[src/rtl/fm_add_p2s_arb.sv]
`default_nettype none
// ============================================================================
// Module   : fm_add_p2s_arb
// Brief    : Round-robin arbiter that shares one parallel-to-serial serializer
//            among NUM_REQ fm-add requesters, tags bursts and checks framing.
// Revision : 1.0
// ============================================================================
module fm_add_p2s_arb #(
    parameter  int NUM_REQ        = 4,
    parameter  int SEQ_CNT        = 5,
    parameter  int APP_DATA_WIDTH = 64,
    localparam int IDW            = (NUM_REQ > 1) ? $clog2(NUM_REQ) : 1,
    localparam int PAR_W          = SEQ_CNT * APP_DATA_WIDTH
) (
    input  logic                     clk,
    input  logic                     rst,
    input  logic [NUM_REQ-1:0]       req,
    input  logic [NUM_REQ*PAR_W-1:0] par_in,
    output logic [NUM_REQ-1:0]       ack,
    input  logic                     dst_ready,
    output logic                     p2s_par_en,
    output logic [PAR_W-1:0]         p2s_par,
    input  logic                     p2s_seq_valid,
    input  logic                     p2s_seq_last,
    output logic [IDW-1:0]           burst_id,
    output logic                     busy,
    output logic [15:0]              burst_done_cnt,
    output logic                     frame_err
);

    localparam int            c_cnt_w = $clog2(SEQ_CNT);
    localparam int            c_out_w = $clog2(SEQ_CNT + 1) + 1;
    localparam logic [c_cnt_w-1:0] c_last = c_cnt_w'(SEQ_CNT - 1);

    typedef enum logic [0:0] {
        S_IDLE = 1'b0,
        S_LOAD = 1'b1
    } state_t;

    state_t               r_state;
    logic [c_cnt_w-1:0]   r_cnt;
    logic [IDW-1:0]       r_rr;
    logic [IDW-1:0]       r_cur_id;
    logic                 r_exp_last;
    logic [c_out_w-1:0]   r_out;

    logic                 w_gnt_vld;
    logic [IDW-1:0]       w_gnt_id;
    logic [IDW:0]         w_sum;
    logic [IDW-1:0]       w_rr_next;
    logic [NUM_REQ-1:0]   w_gnt_onehot;
    logic [PAR_W-1:0]     w_slice;
    logic                 w_can_load;
    logic                 w_seq_end;

    // Scan downward so the requester closest to the pointer is written last and wins.
    always_comb begin
        w_gnt_vld = 1'b0;
        w_gnt_id  = '0;
        w_sum     = '0;
        for (int k = NUM_REQ - 1; k >= 0; k--) begin
            w_sum = {1'b0, r_rr} + (IDW+1)'(k);
            if (w_sum >= (IDW+1)'(NUM_REQ)) begin
                w_sum = w_sum - (IDW+1)'(NUM_REQ);
            end
            if (req[w_sum[IDW-1:0]]) begin
                w_gnt_vld = 1'b1;
                w_gnt_id  = w_sum[IDW-1:0];
            end
        end
    end

    assign w_rr_next    = (w_gnt_id == IDW'(NUM_REQ - 1)) ? '0 : w_gnt_id + 1'b1;
    assign w_gnt_onehot = NUM_REQ'(1) << w_gnt_id;
    assign w_slice      = par_in[w_gnt_id*PAR_W +: PAR_W];
    assign w_can_load   = w_gnt_vld && dst_ready;
    assign w_seq_end    = p2s_seq_valid && p2s_seq_last;

    assign busy = (r_state == S_LOAD) || (r_out != '0);

    always_ff @(posedge clk) begin
        if (!rst) begin
            r_state        <= S_IDLE;
            r_cnt          <= '0;
            r_rr           <= '0;
            r_cur_id       <= '0;
            r_exp_last     <= 1'b0;
            r_out          <= '0;
            ack            <= '0;
            p2s_par_en     <= 1'b0;
            p2s_par        <= '0;
            burst_id       <= '0;
            burst_done_cnt <= '0;
            frame_err      <= 1'b0;
        end else begin
            ack        <= '0;
            r_exp_last <= p2s_par_en && (r_cnt == c_last);

            case (r_state)
                S_IDLE: begin
                    if (w_can_load) begin
                        r_state    <= S_LOAD;
                        r_cnt      <= '0;
                        r_rr       <= w_rr_next;
                        r_cur_id   <= w_gnt_id;
                        ack        <= w_gnt_onehot;
                        p2s_par_en <= 1'b1;
                        p2s_par    <= w_slice;
                    end
                end
                S_LOAD: begin
                    if (r_cnt != c_last) begin
                        r_cnt <= r_cnt + 1'b1;
                    end else if (w_can_load) begin
                        // Back-to-back reload keeps the load enable continuous.
                        r_cnt      <= '0;
                        r_rr       <= w_rr_next;
                        r_cur_id   <= w_gnt_id;
                        ack        <= w_gnt_onehot;
                        p2s_par    <= w_slice;
                    end else begin
                        r_state    <= S_IDLE;
                        p2s_par_en <= 1'b0;
                    end
                end
                default: begin
                    r_state    <= S_IDLE;
                    p2s_par_en <= 1'b0;
                end
            endcase

            if (p2s_par_en && (r_cnt == '0)) begin
                burst_id <= r_cur_id;
            end

            if (w_seq_end != r_exp_last) begin
                frame_err <= 1'b1;
            end

            if (w_seq_end) begin
                burst_done_cnt <= burst_done_cnt + 16'd1;
            end

            // One beat is owed per load cycle; a beat with nothing owed is ignored.
            if (p2s_par_en && !(p2s_seq_valid && (r_out != '0))) begin
                if (r_out != '1) begin
                    r_out <= r_out + 1'b1;
                end
            end else if (!p2s_par_en && p2s_seq_valid && (r_out != '0)) begin
                r_out <= r_out - 1'b1;
            end
        end
    end

endmodule
`default_nettype wire

[config.mk]
export PLATFORM = sky130hd
export DESIGN_NAME = fm_add_p2s_arb
export DESIGN_NICKNAME = d
export VERILOG_FILES = /design/src/rtl/fm_add_p2s_arb.sv
export SDC_FILE = /design/constraint.sdc
export NUM_CORES = 1
export LEC_CHECK = 0
export BUFFER_PORTS_ARGS = -buffer_cell sky130_fd_sc_hd__buf_2
export CORE_AREA = 4 4 629 631
export DETAILED_ROUTE_END_ITERATION = 10
export DIE_AREA = 0 0 633 635
export PLACE_DENSITY = 0.3
export RECOVER_POWER = 100
export SETUP_SLACK_MARGIN = 0.02
export SYNTH_ARGS = -nofsm -noshare
export SYNTH_HDL_FRONTEND = slang
export SYNTH_SLANG_ARGS = --single-unit
export TNS_END_PERCENT = 10
[constraint.sdc]
create_clock -name clk -period 2.3 [get_ports clk]
set_input_delay 0.46 -clock clk [delete_from_list [all_inputs] [get_ports clk]]
set_output_delay 0.46 -clock clk [all_outputs]
set_load 0.01 [all_outputs]
==> results of run 1 <==
where the power goes:
| part | switching, W | internal, W | leakage [nW] |
|---|---|---|---|
| clock network | 0.00398 | 0.00547 | 0.936 |
| registers | 0.000452 | 0.00683 | 2.93 |
| logic | 0.00486 | 0.00417 | 14.1 |
routing by layer:
metal	part of all wire (%)	wire [um]	vias to the layer above	GRT usage, %
li1	-	-	12800	-
met2	47	148000	1993	25.6
met5	0.47	1490	-	0
met1	37	115000	14400	15.9
met3	11	35700	847	7.33
met4	4.6	14500	216	4.67
flip-flops by register name, indices dropped and copies added, names as in the netlist:
register,count
r_exp_last,1
burst_done_cnt,16
r_out,4
burst_id,2
r_state,1
p2s_par_en,1
r_cur_id,2
r_cnt,3
ack,4
frame_err,1
p2s_par,320
r_rr,2
final timing paths:
kind	slack, ns	to	start
worst max-delay path	-0.04	p2s_par[307]	r_rr[1]
worst min-delay path	0.09	p2s_par[289]	par_in[929]
worst max register to register	-0.04	p2s_par[307]	r_rr[1]
worst min register to register	0.46	p2s_par[139]	p2s_par[139]
critical path: cells and delay by family (launching register included):
kind | cells | cell delay, ns
muxes | 1 | 0.39
buffers and inverters | 3 | 0.63
DFF | 1 | 0.42
AOI/OAI and AO/OA | 4 | 0.67
layout by cell type, fill, tap and decap left out, types with 14 or more instances in the layout:
| master | Yosys | layout |
|---|---|---|
| mux2i_2 | 0 | 14 |
| mux2i_1 | 648 | 617 |
| dfxtp_1 | 357 | 355 |
| dlygate4sd3_1 | 0 | 771 |
| buf_12 | 0 | 45 |
| buf_2 | 128 | 1290 |
| o221ai_1 | 320 | 320 |
| mux2i_4 | 0 | 17 |
| nand2_1 | 335 | 334 |
| diode_2 | 0 | 146 |
| clkbuf_1 | 9 | 359 |
| clkbuf_2 | 0 | 18 |
| buf_4 | 32 | 165 |
| clkbuf_16 | 0 | 58 |
repair_timing:
action / in CTS / in global routing
setup endpoints to repair: 28 / 64
endpoints found under the hold margin: 287 / 0
hold buffers: 771 / 0
pin swaps: 1 / 1
resized for setup: 43 / 26
cloned: 1 / 0
buffers inserted: 1 / 0
cells by family after synthesis:
family,Yosys count,synth area share [%]
AOI/OAI and AO/OA,340,15.1
xor gates and xnor gates,18,0.803
adders and majority gates,7,0.485
buffers and inverters,189,5.50
DFF,357,36.4
muxes,649,33.1
and+or+nand+nor,409,8.63
area by class of cell:
| cell class | count | area, um^2 | area share (%) |
|---|---|---|---|
| antenna | 146 | 365 | 0.799 |
| clock buffer | 79 | 1630 | 3.56 |
| clock inverter | 21 | 277 | 0.605 |
| inverter | 6 | 22.5 | 0.0492 |
| multi-input combinational | 1423 | 11700 | 25.6 |
| sequential | 357 | 7150 | 15.6 |
| tap | 5197 | 6500 | 14.2 |
| timing repair buffer | 2664 | 18100 | 39.5 |
stage by stage:
stage | TNS (ns) | util [%]
floorplan | 0 | -
global placement | -55.43 | 9.27
detailed placement | -43.81 | 9.27
CTS | -0.284 | 11.8
global route | -0.166 | 11.7
finish | -0.0822 | 11.8
==> flow_summary.json, run 1 <==
{
  "core_area_um2": 389000,
  "worst-path-max-fanout": 10,
  "wirelength_um": 314000,
  "drt_first_pass_iters": 4,
  "synth_top_cell_area_share_pct": 36.4,
  "grt_pass1_wl_um": 380000,
  "io_pins": 1634,
  "synth_top_area_cell": "dfxtp_1",
  "setup_viol": 5,
  "row_count": 229,
  "post_drt_via_cell_ratio": 3.06,
  "syn2layout_area_growth_pct": 133,
  "clock-sinks": 357,
  "htree_num_levels": 2,
  "ys_top_cells_by_area": "dfxtp_1 36%, mux2i_1 33%, o221ai_1 14%, nand2_1 6.4%, buf_2 3.3%",
  "worst_pin_slew_ns": 1.45,
  "die_h_um": 635,
  "clock_skew_ns": 0.0437,
  "worstSetupPathType": "reg2reg",
  "max_stage_delay_ns": 0.42,
  "hold_class": "in2reg",
  "synth_flop_cell": "dfxtp_1",
  "gp_congestion": 1.06,
  "drc": 0,
  "syn_inst": 1969,
  "yosys.cell_types.count": 43,
  "cts.clk_slew.worst_paths_ns": 0.06,
  "period_share_pct": 102,
  "placed_cells": 8874,
  "hold_violations": 0,
  "clock.fmax_ghz": 0.427,
  "vias": 30300,
  "worstPathRequired_ns": 2.90,
  "status": "finished, violations left",
  "grt.total_usage_pct": 14.9,
  "grt_max_degree": 39,
  "slew_headroom_pct": 3.16,
  "vdd_drop_max_mv": 0.691,
  "instances_no_fill": 9893,
  "crit_chain": "a21oi_1, o21a_1, o22a_4, buf_16, buf_12, mux2i_1, clkbuf_2, o221ai_1",
  "fill_cells": 45400,
  "holdWs_ns": 0.0882,
  "cts.path.max_buffers": 3,
  "yosysMostFrequentCell": "mux2i_1",
  "numCtsBuffers": 57,
  "power_density_nw_per_um2": 563,
  "cts_root_buf": "clkbuf_16",
  "syn-num-nets": 3265,
  "rsz0062_at_grt": "yes",
  "hold_depth": 3,
  "ys_warn_count": 0,
  "drive_gt1_share_pct": 37.0,
  "initial_core_util_pct": 5.04,
  "grt_overflow": 0,
  "grt_pass1_vias": 30500,
  "synth_common_cells": "648 x mux2i_1, 357 x dfxtp_1, 335 x nand2_1",
  "start_kind": "flip-flop",
  "final_cell_area_um2": 45700,
  "cts_tree": "done",
  "wl_per_cell_um": 31.7,
  "violations": "setup timing",
  "syn_area_per_cell_um2": 9.97,
  "netlist_area_um2": 19600,
  "arrival_ns": 2.94,
  "drt_iter0_markers": 1855,
  "final.setup.worst_slack_ns": -0.0430,
  "placed_cell_area_um2": 36100,
  "fp.dieW_um": 633,
  "ys_async_sr_fraction_pct": 0,
  "worstSkewPairLatency_ns": 0.73,
  "ant_nets": 0,
  "drv_cap": 0,
  "portBuffers": 1633,
  "antenna_found_initial": 439,
  "slew_violations": 0,
  "synth_edf_count": 0,
  "leakage_nw": 18.0,
  "yosys_register_bits": 357,
  "preCtsSetupSlack_ns": -0.774,
  "power_w": 0.0258,
  "slowest_stage": "dfxtp_1",
  "nets": 5805,
  "hpwl_um": 283000,
  "crit_path_end_kind": "flip-flop",
  "period_needed_ns": 2.34,
  "seq_area_frac_synth_pct": 36.4,
  "reg2reg_depth": 8,
  "die_area_um2": 402000
}
Power figures use the tool's default switching activity.
==> run 2: changes to the inputs <==
--- a/config.mk
+++ b/config.mk
@@ -9,6 +9,7 @@
 export CORE_AREA = 4 4 629 631
 export DETAILED_ROUTE_END_ITERATION = 10
 export DIE_AREA = 0 0 633 635
+export GPL_TIMING_DRIVEN = 0
 export PLACE_DENSITY = 0.3
 export RECOVER_POWER = 100
 export SETUP_SLACK_MARGIN = 0.02
==> run 2 against run 1 <==
Net effect:
- the run still ends with setup timing left
- die area is the same
- register-to-register slack barely moved
- maximum frequency is 0.42% lower
- wire length up 8.0%
- clock-buffer cell count rose by 2
- final area shrank 0.63%
- clock skew is 0.018 ns lower
- worst hold slack barely moved
==> flow_summary.json, run 2 (synthesized netlist as in run 1, its figures left out) <==
{
  "violations": "setup timing",
  "vdd_drop_max_mv": 0.572,
  "power_w": 0.0270,
  "cts_root_buf": "clkbuf_16",
  "final_cell_area_um2": 45400,
  "grt_max_degree": 14,
  "final_common_cell": "buf_2",
  "grt.total_usage_pct": 16.0,
  "vias": 30300,
  "drc": 0,
  "period_needed_ns": 2.35,
  "status": "finished, violations left",
  "syn2layout_area_growth_pct": 132,
  "clock-sinks": 357,
  "worstSkewPairLatency_ns": 0.71,
  "nets": 5601,
  "leakage_nw": 17.3,
  "htree_num_levels": 2,
  "top_layer_used": "met5",
  "row_count": 229,
  "hold_depth": 3,
  "largest_register": "p2s_par",
  "mostFrequentLayoutCells": "1311 x buf_2, 615 x dlygate4sd3_1, 491 x mux2i_1",
  "tns_ns": -0.417,
  "reg2reg_depth": 10,
  "routed-wl-met3_um": 39400,
  "hold_class": "in2reg",
  "preCtsSetupSlack_ns": -2.60,
  "rsz0062_at_grt": "yes",
  "crit_chain": "inv_1, o21a_1, o22a_1, buf_12, buf_4, buf_12, buf_12, ha_1, nor3b_2, o21a_1",
  "cts.path.max_buffers": 3,
  "arrival_ns": 3.00,
  "ant_nets": 0,
  "grt_overflow": 0,
  "max_stage_delay_ns": 0.33,
  "period_share_pct": 102,
  "drt_iter0_markers": 2557,
  "wl_per_cell_um": 34.8,
  "worst_pin_slew_ns": 0.855,
  "grt_pass1_wl_um": 403000,
  "fp.dieW_um": 633,
  "placed_cell_area_um2": 34300,
  "final.setup.worst_slack_ns": -0.0528,
  "drive_gt1_share_pct": 41.0,
  "slowest_stage": "dfxtp_1",
  "hold_violations": 0,
  "fill_cells": 45200,
  "worst-path-max-fanout": 10,
  "start_kind": "flip-flop",
  "portBuffers": 1633,
  "antenna_found_initial": 439,
  "wirelength_um": 339000,
  "crit_top_cell": "buf_12",
  "numCtsBuffers": 55,
  "setup_viol": 16,
  "grt_pass1_vias": 29900,
  "worstSetupPathType": "reg2reg",
  "hpwl_um": 305000,
  "cts.clk_slew.worst_paths_ns": 0.06,
  "largest_reg_flops": 320,
  "gp_congestion": 0.990,
  "slew_violations": 0,
  "drv_cap": 0,
  "cts_tree": "done",
  "initial_core_util_pct": 5.04,
  "wl_met2_um": 162000,
  "fin_util_pct": 11.7,
  "core_area_um2": 389000,
  "largestRegisters": "p2s_par (320), burst_done_cnt (16)",
  "die_area_um2": 402000,
  "wl_met1_um": 122000,
  "clock_skew_ns": 0.0252,
  "io_pins": 1634,
  "power_density_nw_per_um2": 594,
  "clock.fmax_ghz": 0.425,
  "drt_first_pass_iters": 5,
  "slew_headroom_pct": 43.3,
  "crit_path_end_kind": "flip-flop",
  "post_drt_via_cell_ratio": 3.12,
  "die_h_um": 635,
  "worstPathRequired_ns": 2.95
}
run 2: cell types whose count changed in the layout (fill, tap and decap cells not counted), moves of 32 or more:
cell           delta
mux2i_4          +72
mux2i_1         -126
buf_6            +46
dlygate4sd3_1   -156
mux2i_2          +54
buf_4           -116
diode_2          +32
run 2: repair_timing:
action | CTS | global route
setup endpoints to repair | 330 | 309
resized for setup | 437 | 141
setup buffers | 21 | 5
hold endpoints to repair | 273 | 0
hold buffers | 615 | 0
gates cloned | 2 | 2
pin swaps | 7 | 5
run 2: report_power, final:
group / total [W] / switching, W / internal (W)
sequential: 0.00733 / 0.000494 / 0.00683
combinational: 0.00991 / 0.00560 / 0.00432
clock: 0.00975 / 0.00389 / 0.00586
total: 0.0270 / 0.00998 / 0.0170
run 2: critical path, delay by kind of cell, from the launching register on:
family | cells | cell delay (ns)
buffers and inverters | 5 | 0.83
adders and majority gates | 1 | 0.20
and+or+nand+nor | 1 | 0.20
AOI/OAI and AO/OA | 3 | 0.54
DFF | 1 | 0.33
run 2: worst paths after layout:
kind	start	endpoint	slack (ns)
setup / recovery	r_rr[0]	r_rr[0]	-0.05
hold / removal	par_in[795]	p2s_par[155]	0.09
setup reg to reg	r_rr[0]	r_rr[0]	-0.05
hold reg to reg	p2s_par[144]	p2s_par[144]	0.46
run 2: layer usage:
metal / global-route usage (%) / vias to the layer above
met3: 7.64 / 871
met5: 0 / -
met4: 4.83 / 268
met1: 17.1 / 14600
met2: 27.8 / 2150
li1: - / 12500
run 2: stage by stage:
stage	instances	hold slack [ns]
2_1_floorplan	1969	0.482
3_3_place_gp	8799	0.440
3_5_place_dp	8801	0.441
4_1_cts	9538	0.000197
5_1_grt	9638	0.0320
6_report	9723	0.0883
run 2: cell type report:
| type | count | area, um^2 | share of cell area [%] |
|---|---|---|---|
| Timing Repair Buffer | 2280 | 14300 | 31.6 |
| Multi-Input combinational cell | 1423 | 13000 | 28.5 |
| Sequential cell | 357 | 7150 | 15.7 |
| Tap cell | 5197 | 6500 | 14.3 |
| Buffer | 182 | 2050 | 4.51 |
| Clock buffer | 81 | 1670 | 3.67 |
| Antenna cell | 178 | 445 | 0.980 |
| Clock inverter | 19 | 313 | 0.688 |
| Inverter | 6 | 22.5 | 0.0496 |
